<file path="src/rtl/btn_debounce.sv">
// Per-channel push-button debouncer: a 2-flop synchronizer feeding a 4-state
// confirm/hold FSM with a saturating stability counter, producing registered level and press strobe.
module btn_debounce #(
  parameter int unsigned N_BTN           = 3,
  parameter int unsigned DEBOUNCE_CYCLES = 1000000,
  parameter int unsigned CNT_WIDTH       = 20
) (
  input  logic             i_clk,
  input  logic             i_reset,
  input  logic [N_BTN-1:0] i_btn,
  output logic [N_BTN-1:0] o_level,
  output logic [N_BTN-1:0] o_pulse
);

  typedef enum logic [1:0] {
    IDLE,
    CHK_PRESS,
    PRESSED,
    CHK_RELEASE
  } stateT;

  localparam logic [CNT_WIDTH-1:0] LAST = CNT_WIDTH'(DEBOUNCE_CYCLES - 1);
  localparam logic [CNT_WIDTH-1:0] ONE  = CNT_WIDTH'(1);

  logic [N_BTN-1:0] syncMeta;
  logic [N_BTN-1:0] syncOut;

  always_ff @(posedge i_clk or posedge i_reset) begin
    if (i_reset) begin
      syncMeta <= '0;
      syncOut  <= '0;
    end else begin
      syncMeta <= i_btn;
      syncOut  <= syncMeta;
    end
  end

  for (genvar g = 0; g < N_BTN; g++) begin : gChan
    stateT                state;
    stateT                stateNext;
    logic [CNT_WIDTH-1:0] cnt;
    logic [CNT_WIDTH-1:0] cntNext;
    logic                 levelQ;
    logic                 levelNext;
    logic                 pulseQ;
    logic                 pulseNext;

    always_comb begin
      stateNext = state;
      cntNext   = cnt;
      levelNext = levelQ;
      pulseNext = 1'b0;
      case (state)
        IDLE: begin
          if (syncOut[g]) begin
            stateNext = CHK_PRESS;
            cntNext   = '0;
          end
        end
        CHK_PRESS: begin
          if (!syncOut[g]) begin
            stateNext = IDLE;
            cntNext   = '0;
          end else if (cnt == LAST) begin
            stateNext = PRESSED;
            levelNext = 1'b1;
            pulseNext = 1'b1;
          end else begin
            cntNext = cnt + ONE;
          end
        end
        PRESSED: begin
          if (!syncOut[g]) begin
            stateNext = CHK_RELEASE;
            cntNext   = '0;
          end
        end
        CHK_RELEASE: begin
          // A bounce back high simply resumes the held state; level never dropped.
          if (syncOut[g]) begin
            stateNext = PRESSED;
          end else if (cnt == LAST) begin
            stateNext = IDLE;
            levelNext = 1'b0;
          end else begin
            cntNext = cnt + ONE;
          end
        end
        default: stateNext = IDLE;
      endcase
    end

    always_ff @(posedge i_clk or posedge i_reset) begin
      if (i_reset) begin
        state  <= IDLE;
        cnt    <= '0;
        levelQ <= 1'b0;
        pulseQ <= 1'b0;
      end else begin
        state  <= stateNext;
        cnt    <= cntNext;
        levelQ <= levelNext;
        pulseQ <= pulseNext;
      end
    end

    assign o_level[g] = levelQ;
    assign o_pulse[g] = pulseQ;
  end

endmodule

</file>
<file path="config.mk">
export PLATFORM = sky130hd
export DESIGN_NAME = btn_debounce
export DESIGN_NICKNAME = d
export VERILOG_FILES = /design/src/rtl/btn_debounce.sv
export SDC_FILE = /design/constraint.sdc
export NUM_CORES = 1
export LEC_CHECK = 0
export CAP_MARGIN = 10
export CORE_MARGIN = 2
export CORE_UTILIZATION = 55
export DETAILED_ROUTE_END_ITERATION = 10
export PLACE_DENSITY = 0.79
export SKIP_CTS_REPAIR_TIMING = 1
export SLEW_MARGIN = 10
export SYNTH_ARGS = -nofsm -noshare
export SYNTH_HDL_FRONTEND = slang
export SYNTH_SLANG_ARGS = --single-unit
</file>
<file path="constraint.sdc">
create_clock -name i_clk -period 7 [get_ports i_clk]
set_input_delay 1.4 -clock i_clk [delete_from_list [all_inputs] [get_ports i_clk]]
set_output_delay 1.4 -clock i_clk [all_outputs]
set_load 0.05 [all_outputs]
</file>
==> flow_summary.json, run 1 <==
{
  "ir_drop_uv": 118,
  "antenna_found_initial": 0,
  "rows": 32,
  "drc": 0,
  "place_congestion": 0.857,
  "fp.dieW_um": 92.8,
  "p_leak_nw": 1.87,
  "rsz0062_at_grt": "no",
  "ys_ff_latch": 78,
  "fin_setup_tns_ns": 0,
  "ant_nets": 0,
  "design_area_um2": 4590,
  "avgViaCountPerCell": 6.28,
  "syn_to_final_growth_pct": 5.98,
  "core_um2": 7690,
  "die_h_um": 92.8,
  "status": "completed",
  "io_buffers": 10,
  "netlist_area_um2": 4330,
  "yosysTopAreaCellShare_pct": 45.0,
  "drive_gt1_share_pct": 6.02,
  "synth.avg_cell_area_um2": 8.93,
  "tightest_slew_ns": 0.944,
  "drtIter0Drc": 311,
  "slew-limit-headroom_pct": 37.0,
  "insertion_delay_ns": 0.35,
  "crit_path_top_delay_cell": "clkdlybuf4s50_1",
  "cts_root_buf": "clkbuf_8",
  "fillers": 706,
  "cp.arrival_ns": 1.54,
  "cts_sinks": 78,
  "start_kind": "register",
  "path_max_fanout": 3,
  "worst-path-buf-inv": 1,
  "synth-main-ff-cell": "dfrtp_1",
  "synth_fp_nets": 493,
  "clockBufferDepth": 2,
  "syn_inst": 485,
  "place_hpwl_mm": 6.04,
  "totalWireLength_mm": 9.04,
  "start_util_pct": 56.4,
  "fin_hold_ws_ns": 0.355,
  "ys_seq_area_share_pct": 45.0,
  "synthTopCellsByArea": "dfrtp_1, o21ai_0, nand2_1",
  "fin_util_pct": 59.7,
  "path_cells": "clkdlybuf4s50_1",
  "grt_pass1_vias": 3416,
  "htree_levels": 3,
  "firstDrtPassIters": 5,
  "power_density_nw_per_um2": 180,
  "fmax_ghz": 0.341,
  "synth_warnings": 0,
  "yosys.area.top_type": "dfrtp_1",
  "crit_type": "register to output port",
  "cp-end-kind": "output port",
  "dieArea_um2": 8600,
  "n_antenna_cell": 0,
  "setup_viol": 0,
  "grt_use_total_pct": 22.5,
  "synthArstFlopShare_pct": 100,
  "cts_tree": "built",
  "multi_input_area_um2": 2160,
  "place_area_um2": 4420,
  "critPathTopFamily": "buffers and inverters",
  "cts_made_buffers": 9,
  "grt_max_degree": 79,
  "path_clk_slew_ns": 0.08,
  "nets": 485,
  "synth_cell_types": 68,
  "routedWlPerCell_um": 15.5,
  "report.final.slew_viol_count": 0,
  "cp-startpoint": "gChan[1].levelQ",
  "seq_area_um2": 1950,
  "hold_class": "register to register",
  "drv_cap": 0,
  "ioPinCount": 11,
  "grt_pass1_wl_mm": 15.7,
  "min_period_ns": 2.94,
  "synth_edf_count": 0,
  "hold_viol": 0,
  "post-route-period-util_pct": 41.9,
  "power_w": 0.000829,
  "slowest_delay_ns": 0.81,
  "hold_start": "syncMeta[0]",
  "via_count": 3670,
  "skew_ns": 0.00821,
  "cp.required_ns": 5.60,
  "grt_overflow": 0
}
## power breakdown
group / internal (W) / leakage [nW] / switching, W / total [W]
Sequential: 0.000457 / 1.06 / 0.0000139 / 0.000471
Combinational: 0.0000162 / 0.718 / 0.0000327 / 0.0000489
Clock: 0.000140 / 0.0870 / 0.000168 / 0.000309
Total: 0.000614 / 1.87 / 0.000215 / 0.000829
## worst paths after layout
| check | end | slack, ns | cells after the start |
|---|---|---|---|
| max in group asynchronous | gChan[1].cnt[19] | 4.72 | 3 |
| max | o_level[1] | 4.06 | 1 |
| min | syncOut[0] | 0.35 | 0 |
| min in group asynchronous | gChan[2].cnt[13] | 1.67 | 3 |
| min reg2reg | syncOut[0] | 0.35 | 0 |
| max reg2reg | gChan[1].cnt[5] | 4.60 | 5 |
## registers in the layout, summed over array words and instances, names as in the netlist, named ones only
name	cells
syncOut	3
gChan.cnt	60
gChan.pulseQ	3
gChan.state	3
gChan.levelQ	3
syncMeta	3
## cell usage after synthesis, types with 2 or more instances
cell	number
dfrtp_1	78
nand2_1	48
o21ai_0	41
nor2_1	40
nand3_1	33
a21oi_1	18
nor3_1	17
inv_1	16
xor2_1	16
a31oi_1	15
clkbuf_1	15
nand4_1	15
and3_1	12
o211ai_1	10
and2_1	8
buf_2	7
buf_4	7
or3_1	6
xnor2_1	6
nor4_1	4
nor4b_1	4
o311ai_0	4
a211oi_1	3
a41oi_1	3
and4_1	3
ha_1	3
nand2b_1	3
o41ai_1	3
a21boi_0	2
a22oi_1	2
mux2_2	2
nand3b_1	2
nand4b_1	2
nor2b_1	2
o31a_1	2
## cell type report
type                       instances  share of cell area [%]
sequential                        78                    42.5
multi-input combinational        360                    47.1
timing repair buffer              12                    2.51
clock buffer                      12                    3.16
clock inverter                     4                   0.654
tap                              102                    2.78
inverter                          16                    1.34
## per-stage QoR
step / setup WS (ns) / instances
after floorplan: 3.60 / 485
after global placement: 4.27 / 568
after detailed placement: 4.26 / 568
after CTS: 4.04 / 584
after global routing: 3.99 / 584
final: 4.06 / 584
## cells in the final DEF, fill, tap and decap left out, types with 4 or more instances in the layout
master	instances
and2_1	8
nand2_1	48
a31oi_1	15
o311ai_0	4
inv_1	15
nor4b_1	4
xor2_1	16
a21oi_1	18
or3_1	6
xnor2_1	6
nand4_1	15
clkdlybuf4s50_1	10
clkbuf_8	10
dfrtp_1	78
nor2_1	40
nand3_1	33
o21ai_0	41
and3_1	12
o211ai_1	10
nor3_1	17
nor4_1	4
## cells by family (layout without fill, tap and decap cells)
| logic type | count (synthesis) | count (layout) | synth area share (%) |
|---|---|---|---|
| AOI/OAI and AO/OA | 121 | 121 | 18.0 |
| xor gates and xnor gates | 22 | 22 | 4.45 |
| adders and majority gates | 3 | 3 | 0.866 |
| buffers and inverters | 47 | 44 | 5.08 |
| DFF | 78 | 78 | 45.0 |
| muxes | 4 | 4 | 1.10 |
| and+or+nand+nor | 210 | 210 | 25.4 |
## layer usage
layer | vias up | track usage (%) | wire length, µm
met2 | 100 | 36.5 | 4340
met3 | 8 | 5.45 | 370
met5 | - | 0 | 0
met4 | 0 | 6.25 | 83
met1 | 1801 | 30.2 | 4250
li1 | 1761 | - | -
Note: power is estimated with default switching activity, not from simulation.
==> run 2: changes to the inputs <==
clock period = 2.8 ns   (was 7 ns; I/O delays follow)
==> flow_summary.json, run 2 (same netlist as run 1, synthesis figures left out) <==
{
  "n_antenna_cell": 0,
  "crit-reg2reg-launch": "gChan[1].cnt[0]",
  "hold_start": "syncMeta[0]",
  "crit_type": "register to register",
  "place_area_um2": 4440,
  "slew-limit-headroom_pct": 52.7,
  "design_area_um2": 4610,
  "cp.arrival_ns": 2.50,
  "most-common-layout-cells": "dfrtp_1, nand2_1, o21ai_0",
  "rows": 32,
  "drtIter0Drc": 264,
  "grt_pass1_wl_mm": 15.8,
  "cts_root_buf": "clkbuf_8",
  "ant_nets": 0,
  "cts_sinks": 78,
  "io_buffers": 10,
  "layout_commonest_cell": "dfrtp_1",
  "avgViaCountPerCell": 6.26,
  "grt_use_total_pct": 22.8,
  "clockBufferDepth": 2,
  "path_cells": "ha_1 > nand3_1 > nor3_1 > nand2_1 > a31o_2 > a211oi_1",
  "grt_max_degree": 49,
  "fmax_ghz": 0.447,
  "hold_class": "register to register",
  "post-route-period-util_pct": 80.0,
  "pre_cts_slack_ns": 0.594,
  "place_hpwl_mm": 6.10,
  "antenna_found_initial": 0,
  "rsz0062_at_grt": "no",
  "routedWlPerCell_um": 15.3,
  "slowest_delay_ns": 0.47,
  "cp-end-kind": "register",
  "drc": 0,
  "place_congestion": 0.916,
  "ioPinCount": 11,
  "ir_drop_uv": 240,
  "cp-startpoint": "gChan[1].cnt[0]",
  "start_kind": "register",
  "totalWireLength_mm": 8.96,
  "cp.required_ns": 3.07,
  "start_util_pct": 56.4,
  "placed_cells": 570,
  "drive_gt1_share_pct": 6.61,
  "die_h_um": 92.8,
  "regMostFlops": "gChan.cnt",
  "power_density_nw_per_um2": 444,
  "p_leak_nw": 1.88,
  "report.final.slew_viol_count": 0,
  "hold_viol": 0,
  "dieArea_um2": 8600,
  "min_period_ns": 2.24,
  "grt_overflow": 0,
  "via_count": 3667,
  "htree_levels": 3,
  "largest_register_ffs": 60,
  "insertion_delay_ns": 0.35,
  "grt_pass1_vias": 3437,
  "nets": 487,
  "skew_ns": 0.00480,
  "critPathTopFamily": "simple AND/OR/NAND/NOR gates",
  "core_um2": 7690,
  "fp.dieW_um": 92.8,
  "setup_viol": 0,
  "worst-path-buf-inv": 0,
  "cts_tree": "built",
  "crit_path_top_delay_cell": "dfrtp_1",
  "drv_cap": 0,
  "firstDrtPassIters": 5,
  "fin_setup_tns_ns": 0,
  "layoutNonFillerInstCount": 586,
  "cts_made_buffers": 9,
  "path_max_fanout": 12,
  "worst_slack_ns": 0.561,
  "status": "completed",
  "syn_to_final_growth_pct": 6.41,
  "tightest_slew_ns": 0.703,
  "path_clk_slew_ns": 0.08
}
## run 2: routing by layer
| layer | up-vias | part of all wire (%) | GRT usage [%] |
|---|---|---|---|
| met5 | - | 0 | 0 |
| met3 | 14 | 4.5 | 4.72 |
| met1 | 1786 | 46 | 30.7 |
| met2 | 98 | 48 | 35.9 |
| li1 | 1769 | - | - |
| met4 | 0 | 1.7 | 9.68 |
## run 2: path summary, 6_finish.rpt
kind	end	slack, ns	cells after the start
min	syncOut[0]	0.35	0
max	gChan[1].cnt[2]	0.56	6
max reg2reg	gChan[1].cnt[2]	0.56	6
min in group asynchronous	async pin	0.56	2
max in group asynchronous	gChan[0].cnt[7]	1.61	3
min reg2reg	syncOut[0]	0.35	0
## run 2: where the power goes
group / switching (W) / internal (W) / leakage, nW
Sequential: 0.0000341 / 0.00114 / 1.06
Clock: 0.000425 / 0.000319 / 0.0820
Combinational: 0.0000829 / 0.0000434 / 0.733
## run 2: area by class of cell
class / instances / area, µm²
Clock buffer: 10 / 128
Clock inverter: 6 / 38.8
Fill cell: 658 / 3080
Inverter: 16 / 61.3
Multi-Input combinational cell: 360 / 2160
Sequential cell: 78 / 1950
Tap cell: 102 / 128
Timing Repair Buffer: 14 / 143
## run 2: metrics by stage
stage,util [%],hold slack (ns),total power [W]
2_1_floorplan,-,0.331,0.00129
3_3_place_gp,57.8,0.331,0.00132
3_5_place_dp,57.8,0.337,0.00133
4_1_cts,60.0,0.356,0.00207
5_1_grt,60.0,0.362,0.00213
6_report,60.0,0.353,0.00205
